`src/rtl/rs_frame_packer_if.sv`:
```
// Byte-wide AXI-Stream link used on both sides of rs_frame_packer.
//
// Handshake: a beat transfers on a rising clock edge where tvalid and tready
// are both high. Once the master raises tvalid it holds tvalid, tdata and
// tlast unchanged until that transfer. tready may rise or fall at any time,
// and the master never waits for tready before raising tvalid.
interface rs_frame_packer_if;
  logic [7:0] tdata;
  logic       tvalid;
  logic       tready;
  logic       tlast;

  modport master (
    output tdata,
    output tvalid,
    output tlast,
    input  tready
  );

  modport slave (
    input  tdata,
    input  tvalid,
    input  tlast,
    output tready
  );
endinterface

```
`src/rtl/rs_frame_packer.sv`:
```
// rs_frame_packer: puts a 4-byte attached sync marker in front of every RS
// codeword and forwards the codeword bytes with full backpressure.
// Codewords of the wrong length still end the output frame at the right
// place. A short codeword ends the frame early. A long codeword is cut at
// CW_LEN bytes and the rest of it is discarded. Both cases pulse len_err.
//
// Optional build macro RANDOMIZER_EN: XORs codeword bytes, but never ASM
// bytes, with the CCSDS pseudo-randomizer h(x) = x^8+x^7+x^5+x^3+1. The
// randomizer is seeded to 8'hFF at the start of each frame.
//
// state_dbg exposes the FSM state for checkers and debug.
module rs_frame_packer #(
  parameter int          CW_LEN = 255,
  parameter logic [31:0] ASM    = 32'h1ACFFC1D,
  parameter int          CNT_W  = 16
) (
  input  logic               core_clk,
  input  logic               rst,
  rs_frame_packer_if.slave   s_axis,
  rs_frame_packer_if.master  m_axis,
  output logic [CNT_W-1:0]   frame_cnt,
  output logic [CNT_W-1:0]   len_err_cnt,
  output logic               len_err,
  output logic [1:0]         state_dbg
);

  // Width of the codeword byte counter. It counts 0 .. CW_LEN-1.
  localparam int BC_W = $clog2(CW_LEN + 1);

  typedef enum logic [1:0] {
    ST_IDLE = 2'd0,
    ST_ASM  = 2'd1,
    ST_DATA = 2'd2,
    ST_DROP = 2'd3
  } state_t;

  state_t           state, state_nxt;
  logic [1:0]       asm_idx, asm_idx_nxt;
  logic [BC_W-1:0]  byte_cnt, byte_cnt_nxt;
  logic [BC_W:0]    byte_num;
  logic             at_len;

  logic [7:0]       out_data, out_data_nxt;
  logic             out_valid, out_valid_nxt;
  logic             out_last, out_last_nxt;

  logic             out_ld;
  logic             s_ready;
  logic             data_acc;
  logic             frame_done;
  logic             err_hit;
  logic             seed;
  logic [7:0]       asm_byte;
  logic [7:0]       data_byte;

  // The output register may take a new value when it is empty or its
  // current beat is being accepted this cycle.
  assign out_ld = !out_valid || m_axis.tready;

  // byte_num is the 1-based position of the byte offered right now.
  assign byte_num = {1'b0, byte_cnt} + (BC_W+1)'(1);
  assign at_len   = (byte_num == (BC_W+1)'(CW_LEN));

  // A codeword byte is consumed and forwarded on this edge.
  assign data_acc = (state == ST_DATA) && s_axis.tvalid && out_ld;

  // Select the marker byte to send, most significant byte first.
  always_comb begin
    asm_byte = ASM[31:24];
    case (asm_idx)
      2'd0:    asm_byte = ASM[31:24];
      2'd1:    asm_byte = ASM[23:16];
      2'd2:    asm_byte = ASM[15:8];
      default: asm_byte = ASM[7:0];
    endcase
  end

`ifdef RANDOMIZER_EN
  logic [7:0] lfsr;

  // Advance the randomizer by 8 bits. Bit 7 of the window is the oldest
  // sequence bit, so the window itself is the MSB-first output byte.
  function automatic logic [7:0] lfsr_adv(input logic [7:0] w);
    logic [7:0] t;
    t = w;
    for (int i = 0; i < 8; i++) begin
      t = {t[6:0], t[0] ^ t[2] ^ t[4] ^ t[7]};
    end
    return t;
  endfunction

  // Randomizer state: seeded on entry to ASM, stepped per forwarded byte.
  always_ff @(posedge core_clk) begin
    if (rst) begin
      lfsr <= 8'hFF;
    end else if (seed) begin
      lfsr <= 8'hFF;
    end else if (data_acc) begin
      lfsr <= lfsr_adv(lfsr);
    end
  end

  assign data_byte = s_axis.tdata ^ lfsr;
`else
  assign data_byte = s_axis.tdata;
`endif

  // Next-state logic, output register load and input ready.
  always_comb begin
    state_nxt     = state;
    asm_idx_nxt   = asm_idx;
    byte_cnt_nxt  = byte_cnt;
    out_data_nxt  = out_data;
    out_valid_nxt = out_valid;
    out_last_nxt  = out_last;
    s_ready       = 1'b0;
    frame_done    = 1'b0;
    err_hit       = 1'b0;
    seed          = 1'b0;

    // If nothing new is loaded, the register empties once its beat is taken.
    if (out_ld) begin
      out_valid_nxt = 1'b0;
    end

    case (state)
      ST_IDLE: begin
        // The waiting byte is only a trigger. It is consumed later, in DATA.
        if (s_axis.tvalid) begin
          state_nxt   = ST_ASM;
          asm_idx_nxt = 2'd0;
          seed        = 1'b1;
        end
      end

      ST_ASM: begin
        if (out_ld) begin
          out_data_nxt  = asm_byte;
          out_valid_nxt = 1'b1;
          out_last_nxt  = 1'b0;
          asm_idx_nxt   = asm_idx + 2'd1;
          if (asm_idx == 2'd3) begin
            state_nxt    = ST_DATA;
            byte_cnt_nxt = '0;
          end
        end
      end

      ST_DATA: begin
        s_ready = out_ld;
        if (data_acc) begin
          out_data_nxt  = data_byte;
          out_valid_nxt = 1'b1;
          out_last_nxt  = 1'b0;
          byte_cnt_nxt  = byte_cnt + BC_W'(1);
          // The frame ends on tlast or at CW_LEN, whichever comes first.
          // Both together is a good frame. Either one alone is a length
          // error.
          if (s_axis.tlast || at_len) begin
            out_last_nxt = 1'b1;
            frame_done   = 1'b1;
            err_hit      = s_axis.tlast ^ at_len;
            state_nxt    = s_axis.tlast ? ST_IDLE : ST_DROP;
          end
        end
      end

      default: begin
        // ST_DROP: swallow the rest of an overlong codeword.
        s_ready = 1'b1;
        if (s_axis.tvalid && s_axis.tlast) begin
          state_nxt = ST_IDLE;
        end
      end
    endcase
  end

  // State, output register and saturating counters.
  always_ff @(posedge core_clk) begin
    if (rst) begin
      state       <= ST_IDLE;
      asm_idx     <= 2'd0;
      byte_cnt    <= '0;
      out_data    <= 8'h00;
      out_valid   <= 1'b0;
      out_last    <= 1'b0;
      frame_cnt   <= '0;
      len_err_cnt <= '0;
      len_err     <= 1'b0;
    end else begin
      state     <= state_nxt;
      asm_idx   <= asm_idx_nxt;
      byte_cnt  <= byte_cnt_nxt;
      out_data  <= out_data_nxt;
      out_valid <= out_valid_nxt;
      out_last  <= out_last_nxt;
      len_err   <= err_hit;
      if (frame_done && (frame_cnt != {CNT_W{1'b1}})) begin
        frame_cnt <= frame_cnt + CNT_W'(1);
      end
      if (err_hit && (len_err_cnt != {CNT_W{1'b1}})) begin
        len_err_cnt <= len_err_cnt + CNT_W'(1);
      end
    end
  end

  assign s_axis.tready = s_ready;
  assign m_axis.tdata  = out_data;
  assign m_axis.tvalid = out_valid;
  assign m_axis.tlast  = out_last;
  assign state_dbg     = state;

endmodule

```
`src/flat_wrapper.sv`:
```
// flat-port wrapper written by rule: the top's interface ports become plain ports
module rs_frame_packer_flat 
#(
  parameter int          CW_LEN = 255,
  parameter logic [31:0] ASM    = 32'h1ACFFC1D,
  parameter int          CNT_W  = 16
)
  (core_clk, rst, frame_cnt, len_err_cnt, len_err, state_dbg, s_axis_tdata, s_axis_tvalid, s_axis_tlast, s_axis_tready, m_axis_tdata, m_axis_tvalid, m_axis_tlast, m_axis_tready);
  rs_frame_packer_if s_axis_i ();
  rs_frame_packer_if m_axis_i ();
  input  logic core_clk;
  input  logic rst;
  output logic [CNT_W-1:0] frame_cnt;
  output logic [CNT_W-1:0] len_err_cnt;
  output logic len_err;
  output logic [1:0] state_dbg;
  input wire logic [$bits(s_axis_i.tdata)-1:0] s_axis_tdata;
  input wire logic [$bits(s_axis_i.tvalid)-1:0] s_axis_tvalid;
  input wire logic [$bits(s_axis_i.tlast)-1:0] s_axis_tlast;
  output wire logic [$bits(s_axis_i.tready)-1:0] s_axis_tready;
  output wire logic [$bits(m_axis_i.tdata)-1:0] m_axis_tdata;
  output wire logic [$bits(m_axis_i.tvalid)-1:0] m_axis_tvalid;
  output wire logic [$bits(m_axis_i.tlast)-1:0] m_axis_tlast;
  input wire logic [$bits(m_axis_i.tready)-1:0] m_axis_tready;
  assign s_axis_i.tdata = s_axis_tdata;
  assign s_axis_i.tvalid = s_axis_tvalid;
  assign s_axis_i.tlast = s_axis_tlast;
  assign s_axis_tready = s_axis_i.tready;
  assign m_axis_tdata = m_axis_i.tdata;
  assign m_axis_tvalid = m_axis_i.tvalid;
  assign m_axis_tlast = m_axis_i.tlast;
  assign m_axis_i.tready = m_axis_tready;
  rs_frame_packer #(.CW_LEN(CW_LEN), .ASM(ASM), .CNT_W(CNT_W)) u_core (.core_clk(core_clk), .rst(rst), .s_axis(s_axis_i), .m_axis(m_axis_i), .frame_cnt(frame_cnt), .len_err_cnt(len_err_cnt), .len_err(len_err), .state_dbg(state_dbg));
endmodule
```
`config.mk`:
```
export PLATFORM = sky130hd
export DESIGN_NAME = rs_frame_packer_flat
export DESIGN_NICKNAME = d
export VERILOG_FILES = /design/src/rtl/rs_frame_packer_if.sv /design/src/rtl/rs_frame_packer.sv /design/src/flat_wrapper.sv
export SDC_FILE = /design/constraint.sdc
export NUM_CORES = 1
export LEC_CHECK = 0
export ABC_AREA = 0
export CAP_MARGIN = 10
export CORE_ASPECT_RATIO = 0.6
export CORE_MARGIN = 3
export CORE_UTILIZATION = 35
export DETAILED_ROUTE_END_ITERATION = 8
export GPL_TIMING_DRIVEN = 0
export PLACE_DENSITY_LB_ADDON = 0.3
export REMOVE_ABC_BUFFERS = 1
export SLEW_MARGIN = 25
export SYNTH_ARGS = -nofsm -noshare
export SYNTH_HDL_FRONTEND = slang
export SYNTH_SLANG_ARGS = --single-unit
```
`constraint.sdc`:
```
create_clock -name core_clk -period 5 [get_ports core_clk]
set_input_delay 1 -clock core_clk [delete_from_list [all_inputs] [get_ports core_clk]]
set_output_delay 1 -clock core_clk [all_outputs]
set_load 0.03 [all_outputs]
```
==> Word-level counts from Yosys, hierarchy flattened <==
Cells that the tools add are included.
{ "totals": {"register_bits": 55, "word_cells": 79, "out_inout_bits": 46, "inputBits": 13} }
{ "op_classes": {"reduce_logical": 18, "eq_ne": 13, "muxes": 33, "add_sub_neg": 5, "bitwise_logic": 1} }
{ "op_table": {"columns": ["operator", "count"], "rows": [
  ["8-bit 2-to-1 mux", 5],
  ["16-bit by 1-bit adder with 16-bit output, second input constant", 2],
  ["16-bit inequality test, second input constant", 2],
  ["8-bit case mux with 2 select lines", 2],
  ["8-bit case mux with 3 select lines", 1],
  ["2-bit 2-to-1 mux", 9],
  ["1-bit 2-to-1 mux", 11],
  ["8-bit by 1-bit adder with 9-bit output, second input constant", 1],
  ["9-bit by 8-bit == test with 1-bit output, second input constant", 1],
  ["8-bit by 1-bit adder with 8-bit output, second input constant", 1],
  ["2-bit == test, second input constant", 3],
  ["2-bit by 1-bit inequality test with 1-bit output, second input constant", 3],
  ["1-bit case mux with 2 select lines", 3],
  ["2-bit case mux with 3 select lines", 1],
  ["3-bit AND reduction", 2],
  ["6-bit AND reduction", 1],
  ["1-bit logical AND", 5],
  ["2-bit by 1-bit == test with 1-bit output, second input constant", 2],
  ["2-bit zero test", 2],
  ["2-bit inequality test, second input constant", 2],
  ["2-bit case mux with 2 select lines", 1],
  ["4-bit AND reduction", 1],
  ["2-bit nonzero test", 2],
  ["4-bit nonzero test", 1],
  ["other kinds (5)", 6]
]} }

==> Depth between registers and ports, before layout <==
Gate-level depths: netlist of the first run.
{ "logic_depth": {"ltp_word": 7, "depth_mapped": 11, "mapped_depth_nobuf": 10} }

==> Worst setup path before layout of the first run <==
No wires, ideal clock.
{ "synth_timing": {"path_type": "register -> register", "startpoint": "register u_core.byte_cnt[1]", "endpoint": "register u_core.frame_cnt[10]", "t_arrival_ns": 2.958, "period_less_slack_ns": 3.082, "n_path_buf": 1, "path_slack_ns": 1.918, "setup_ns": 0.123, "path_stages_with_launch": 11, "required_time_ns": 4.877, "path_cell_list": "dfxtp_1 -> ha_1 -> nand3_1 -> nor2_1 -> xnor2_1 -> or4_1 -> ha_1 -> or4_4 -> buf_6 -> a2111oi_2 -> mux2_1"} }
{ "synth_between": {"elab_chain_cells": 7} }
{ "synth_rtl": {"columns": ["element", "line_no", "source"], "rows": [
  ["start: declaration", "rs_frame_packer.sv:39", "logic [BC_W-1:0] byte_cnt, byte_cnt_nxt;"],
  ["start signal: assignment", "rs_frame_packer.sv:193", "byte_cnt <= byte_cnt_nxt;"],
  ["8-bit by 1-bit adder with 9-bit output", "rs_frame_packer.sv:61", "assign byte_num = {1'b0, byte_cnt} + (BC_W+1)'(1);"],
  ["9-bit by 8-bit == test with 1-bit output", "rs_frame_packer.sv:62", "assign at_len = (byte_num == (BC_W+1)'(CW_LEN));"],
  ["1-bit logical OR", "rs_frame_packer.sv:159", "if (s_axis.tlast || at_len) begin"],
  ["1-bit 2-to-1 mux", "rs_frame_packer.sv:159", null],
  ["1-bit 2-to-1 mux", "rs_frame_packer.sv:151", "if (data_acc) begin"],
  ["1-bit 2-to-1 mux", "rs_frame_packer.sv:126", "case (state)"],
  ["1-bit logical AND", "rs_frame_packer.sv:198", "if (frame_done && (frame_cnt != {CNT_W{1'b1}})) begin"],
  ["end signal: assignment", "rs_frame_packer.sv:199", "frame_cnt <= frame_cnt + CNT_W'(1);"],
  ["end: declaration", "rs_frame_packer.sv:21", "output logic [CNT_W-1:0] frame_cnt,"]
]} }
No other way between the ends.
A chain may end at the register's enable or synchronous reset.

==> Worst setup path after layout of the first run <==
{ "layout_timing": {"startpoint": "register u_core.state[0], in the netlist u_core.state_dbg[0]", "endpoint": "output port s_axis_tready"} }
{ "layout_between": {"elab_chain_cells": 3, "word_cells_on_any_way": 5, "classes_between": "eq/ne (2); mux (1); reduce/logical (2)"} }
{ "layout_rtl": {"columns": ["element", "line_no", "source"], "rows": [
  ["start: declaration", "rs_frame_packer.sv:37", "state_t state, state_nxt;"],
  ["start signal: assignment", "rs_frame_packer.sv:191", "state <= state_nxt;"],
  ["2-bit by 1-bit == test with 1-bit output / 2-bit zero test (equally long branches)", "rs_frame_packer.sv:126", null],
  ["2-bit OR reduction (no source line)", null, null],
  ["1-bit case mux with 2 select lines *", "rs_frame_packer.sv:126", null],
  ["end: declaration", "flat_wrapper.sv:20", "output wire logic [$bits(s_axis_i.tready)-1:0] s_axis_tready;"]
]} }
Mark *: on every way between the ends. The rest lies on a longest branch, timed or not.

==> results of run 1 <==
worst max-delay path, stage by stage, from the launching register on:
cell             delay [ps]
dfxtp_1                 370
inv_1                   120
ha_1                    790
inv_1                   360
mux2_2                  310
clkdlybuf4s50_1         660
final cells by class:
| cell class | count | share of cell area |
|---|---|---|
| multi-input combinational | 296 | 0.494 |
| inverter | 20 | 0.0187 |
| sequential | 55 | 0.274 |
| clock inverter | 1 | 0.00125 |
| tap | 112 | 0.0349 |
| timing repair buffer | 58 | 0.144 |
| clock buffer | 7 | 0.0330 |
flip-flops by register name (all words and copies together) (netlist names):
register and cells:
u_core.state_dbg 2, u_core.m_axis.tvalid 1, u_core.m_axis.tdata 8, u_core.asm_idx 2, u_core.frame_cnt 16, u_core.m_axis.tlast 1
u_core.len_err_cnt 16, u_core.byte_cnt 8, u_core.len_err 1
per-stage QoR:
step	worst slack (ps)	hold WS, ps	cell area (um^2)	power, mW
final	1080	490	4010	1.30
after global routing	902	529	4010	1.39
after global placement	691	467	3880	0.954
after CTS	1070	491	4010	1.31
after detailed placement	1250	480	3880	0.962
after floorplan	1990	468	3160	0.803
metal layers:
layer  vias up  global-route usage
met5         -                   0
met4         0              0.0144
met3         4              0.0401
met2       110               0.235
met1      1472               0.260
li1       1569                   -
power groups by stage:
| stage | Sequential (mW) | Combinational, mW | Clock, mW |
|---|---|---|---|
| finish | 0.493 | 0.464 | 0.344 |
| global route | 0.498 | 0.514 | 0.374 |
| CTS | 0.493 | 0.463 | 0.353 |
| detailed placement | 0.503 | 0.460 | 0 |
| global placement | 0.502 | 0.451 | 0 |
| floorplan | 0.551 | 0.252 | 0 |
worst paths after layout:
check / end / cells past startpoint
max: s_axis_tready / 5
min reg2reg: u_core.m_axis.tdata[2] / 2
min: u_core.m_axis.tdata[2] / 2
max reg2reg: u_core.frame_cnt[14] / 9
Yosys cell counts (all sizes together) (3+ instances only):
cell and instances:
or4 9, a41oi 3, nor4 13, or3 7
nor2 28, mux2 14, a211oi 9, clkbuf 13
dfxtp 55, nor3 15, and3 4, nand4 12
o31ai 8, inv 19, a311oi 9, ha 15
o21ai 17, nand3 20, o41ai 3, a31oi 4
and4 6, a21oi 35, nor2b 15, buf 8
nand2 21
cells by family after synthesis:
logic type	count (synthesis)	share of synthesized area
AND/OR/NAND/NOR	160	0.281
AO/OA/AOI/OAI	103	0.209
flip-flops	55	0.337
buffers and inverters	41	0.0556
multiplexers	15	0.0514
adder cells (fa/ha/maj)	15	0.0575
XOR/XNOR	3	0.00805
==> metrics.txt, run 1 <==
Async SR Flop Fraction 0; CTS H-tree depth 2; synthesis warning total 0; IO buf count 58; ranking of synthesized cells by area dfxtp_1, ha_1, a21oi_1; total CTS buffers 5; Synth Register Bits 55; leakage power approximately 1.3 nW; FF-to-FF Start u_core.byte_cnt[1]; grt ovf 0; Initial Utilization 0.372; worst hold path startpoint u_core.m_axis.tdata[2]; Clk pin slew, worst setup/hold paths ~70 ps; total of max-cap violations 0; CORE AREA 8780 um^2; Post-Syn Area 3260 um^2; Seq/Total Area, Yosys 0.337; RePlAce Congestion 0.878; Rel. slew slack 0.367; CTS hold repair buffers 0; initial antenna violation count 0; Worst Clk Skew 6.76 ps; Post-Synthesis Cells 392; antenna violation net count after detailed routing 0; CTS Buffer Depth 2; worst vdd ir between 0.2 and 0.3 mV; Synth area leader dfxtp_1; largest net degree at the start of global routing just under 70; setup tns final 0 ps; fin. max-slew vios 0; Register Area 1100 um^2; Sw Share 0.370; clock power share 0.264; drt drc 0; met3 WL 590 um; placed insts around 540; unrepaired setup endpoints after global routing no; Antenna Cells 0; vias in the first global route 2882; final net count roughly 460; Root Driver clkbuf_16; worst endpoint required time 4000 ps; All-Layer GR Usage 0.166; Post-DP HPWL 6170 um; type of the worst setup path flip-flop to primary output; switching power just under 0.5 mW; total clock sinks 55; Chip Width 131 um; Tmin final 3920 ps; fin crit share 0.783; io pins a little under 60; initial detailed-routing violation count 300; ys flop type dfxtp_1; Hold WC Path Type flip-flop to flip-flop; Finished Core Util 0.457; Final Hold Viols 0; area grow syn2layout 23.0%; CTS tree built; commonest cells after routing, fill and taps aside clkdlybuf4s50_1, dfxtp_1, a21oi_1; Max FO, Critical Path 26; most common cell after layout, fill and taps aside clkdlybuf4s50_1; Die Ht 80.8 um; multi-input logic area approximately 2000 um^2; top layer in use met4; endpoints failing setup 0; clk_lat worst skew 290 ps; Synth top area share 0.337; Post-synth EDFFs 0; drt total wl 8630 um; status completed; crit path launch u_core.state_dbg[0]; post-synth cell types 57; Logic pwr share 0.356; crit end category primary output; fill cell count 849; first-pass GRT wire length roughly 14000 um; Peak Freq about 0.26 GHz; Syn Area/Cell between 8 and 9 um^2; CTS resizes 0; Pint 0.820 mW; WL met1 4450 um; layout cells sized above 1 0.0618; Via density 5.75; Cell Count, Final, Fillers Out 549; FF-to-FF setup slack about 1500 ps; routed wl met2 3570 um; Vias approximately 3200; wire per inst between 15 and 20 um; Slew @ Worst Pin around 950 ps; area of the die 10600 um^2; crit path DAT just under 3000 ps; First-pass DRT Iterations 4; Power Density 324 nW/um^2; CP Launch Type flip-flop; setup bufs post-CTS 0; Flop pwr share 0.379; num rows 26
Note: power is estimated with default switching activity, not from simulation.
==> inputs of run 2 (changes only) <==
==> constraint.sdc (replaced) <==
create_clock -name core_clk -period 3.9 [get_ports core_clk]
set_input_delay 0.78 -clock core_clk [delete_from_list [all_inputs] [get_ports core_clk]]
set_output_delay 0.78 -clock core_clk [all_outputs]
set_load 0.03 [all_outputs]
==> results of run 2 <==
Same layout as run 1 (identical final DEF). Status: completed.
Among the figures that moved: setup slack after placement 1250 ps -> 471 ps; setup slack after layout 1080 ps -> 203 ps; register-to-register setup slack 1460 ps -> 360 ps; total power 1.30 mW -> 1.67 mW; worst IR drop on VDD 0.273 mV -> 0.350 mV
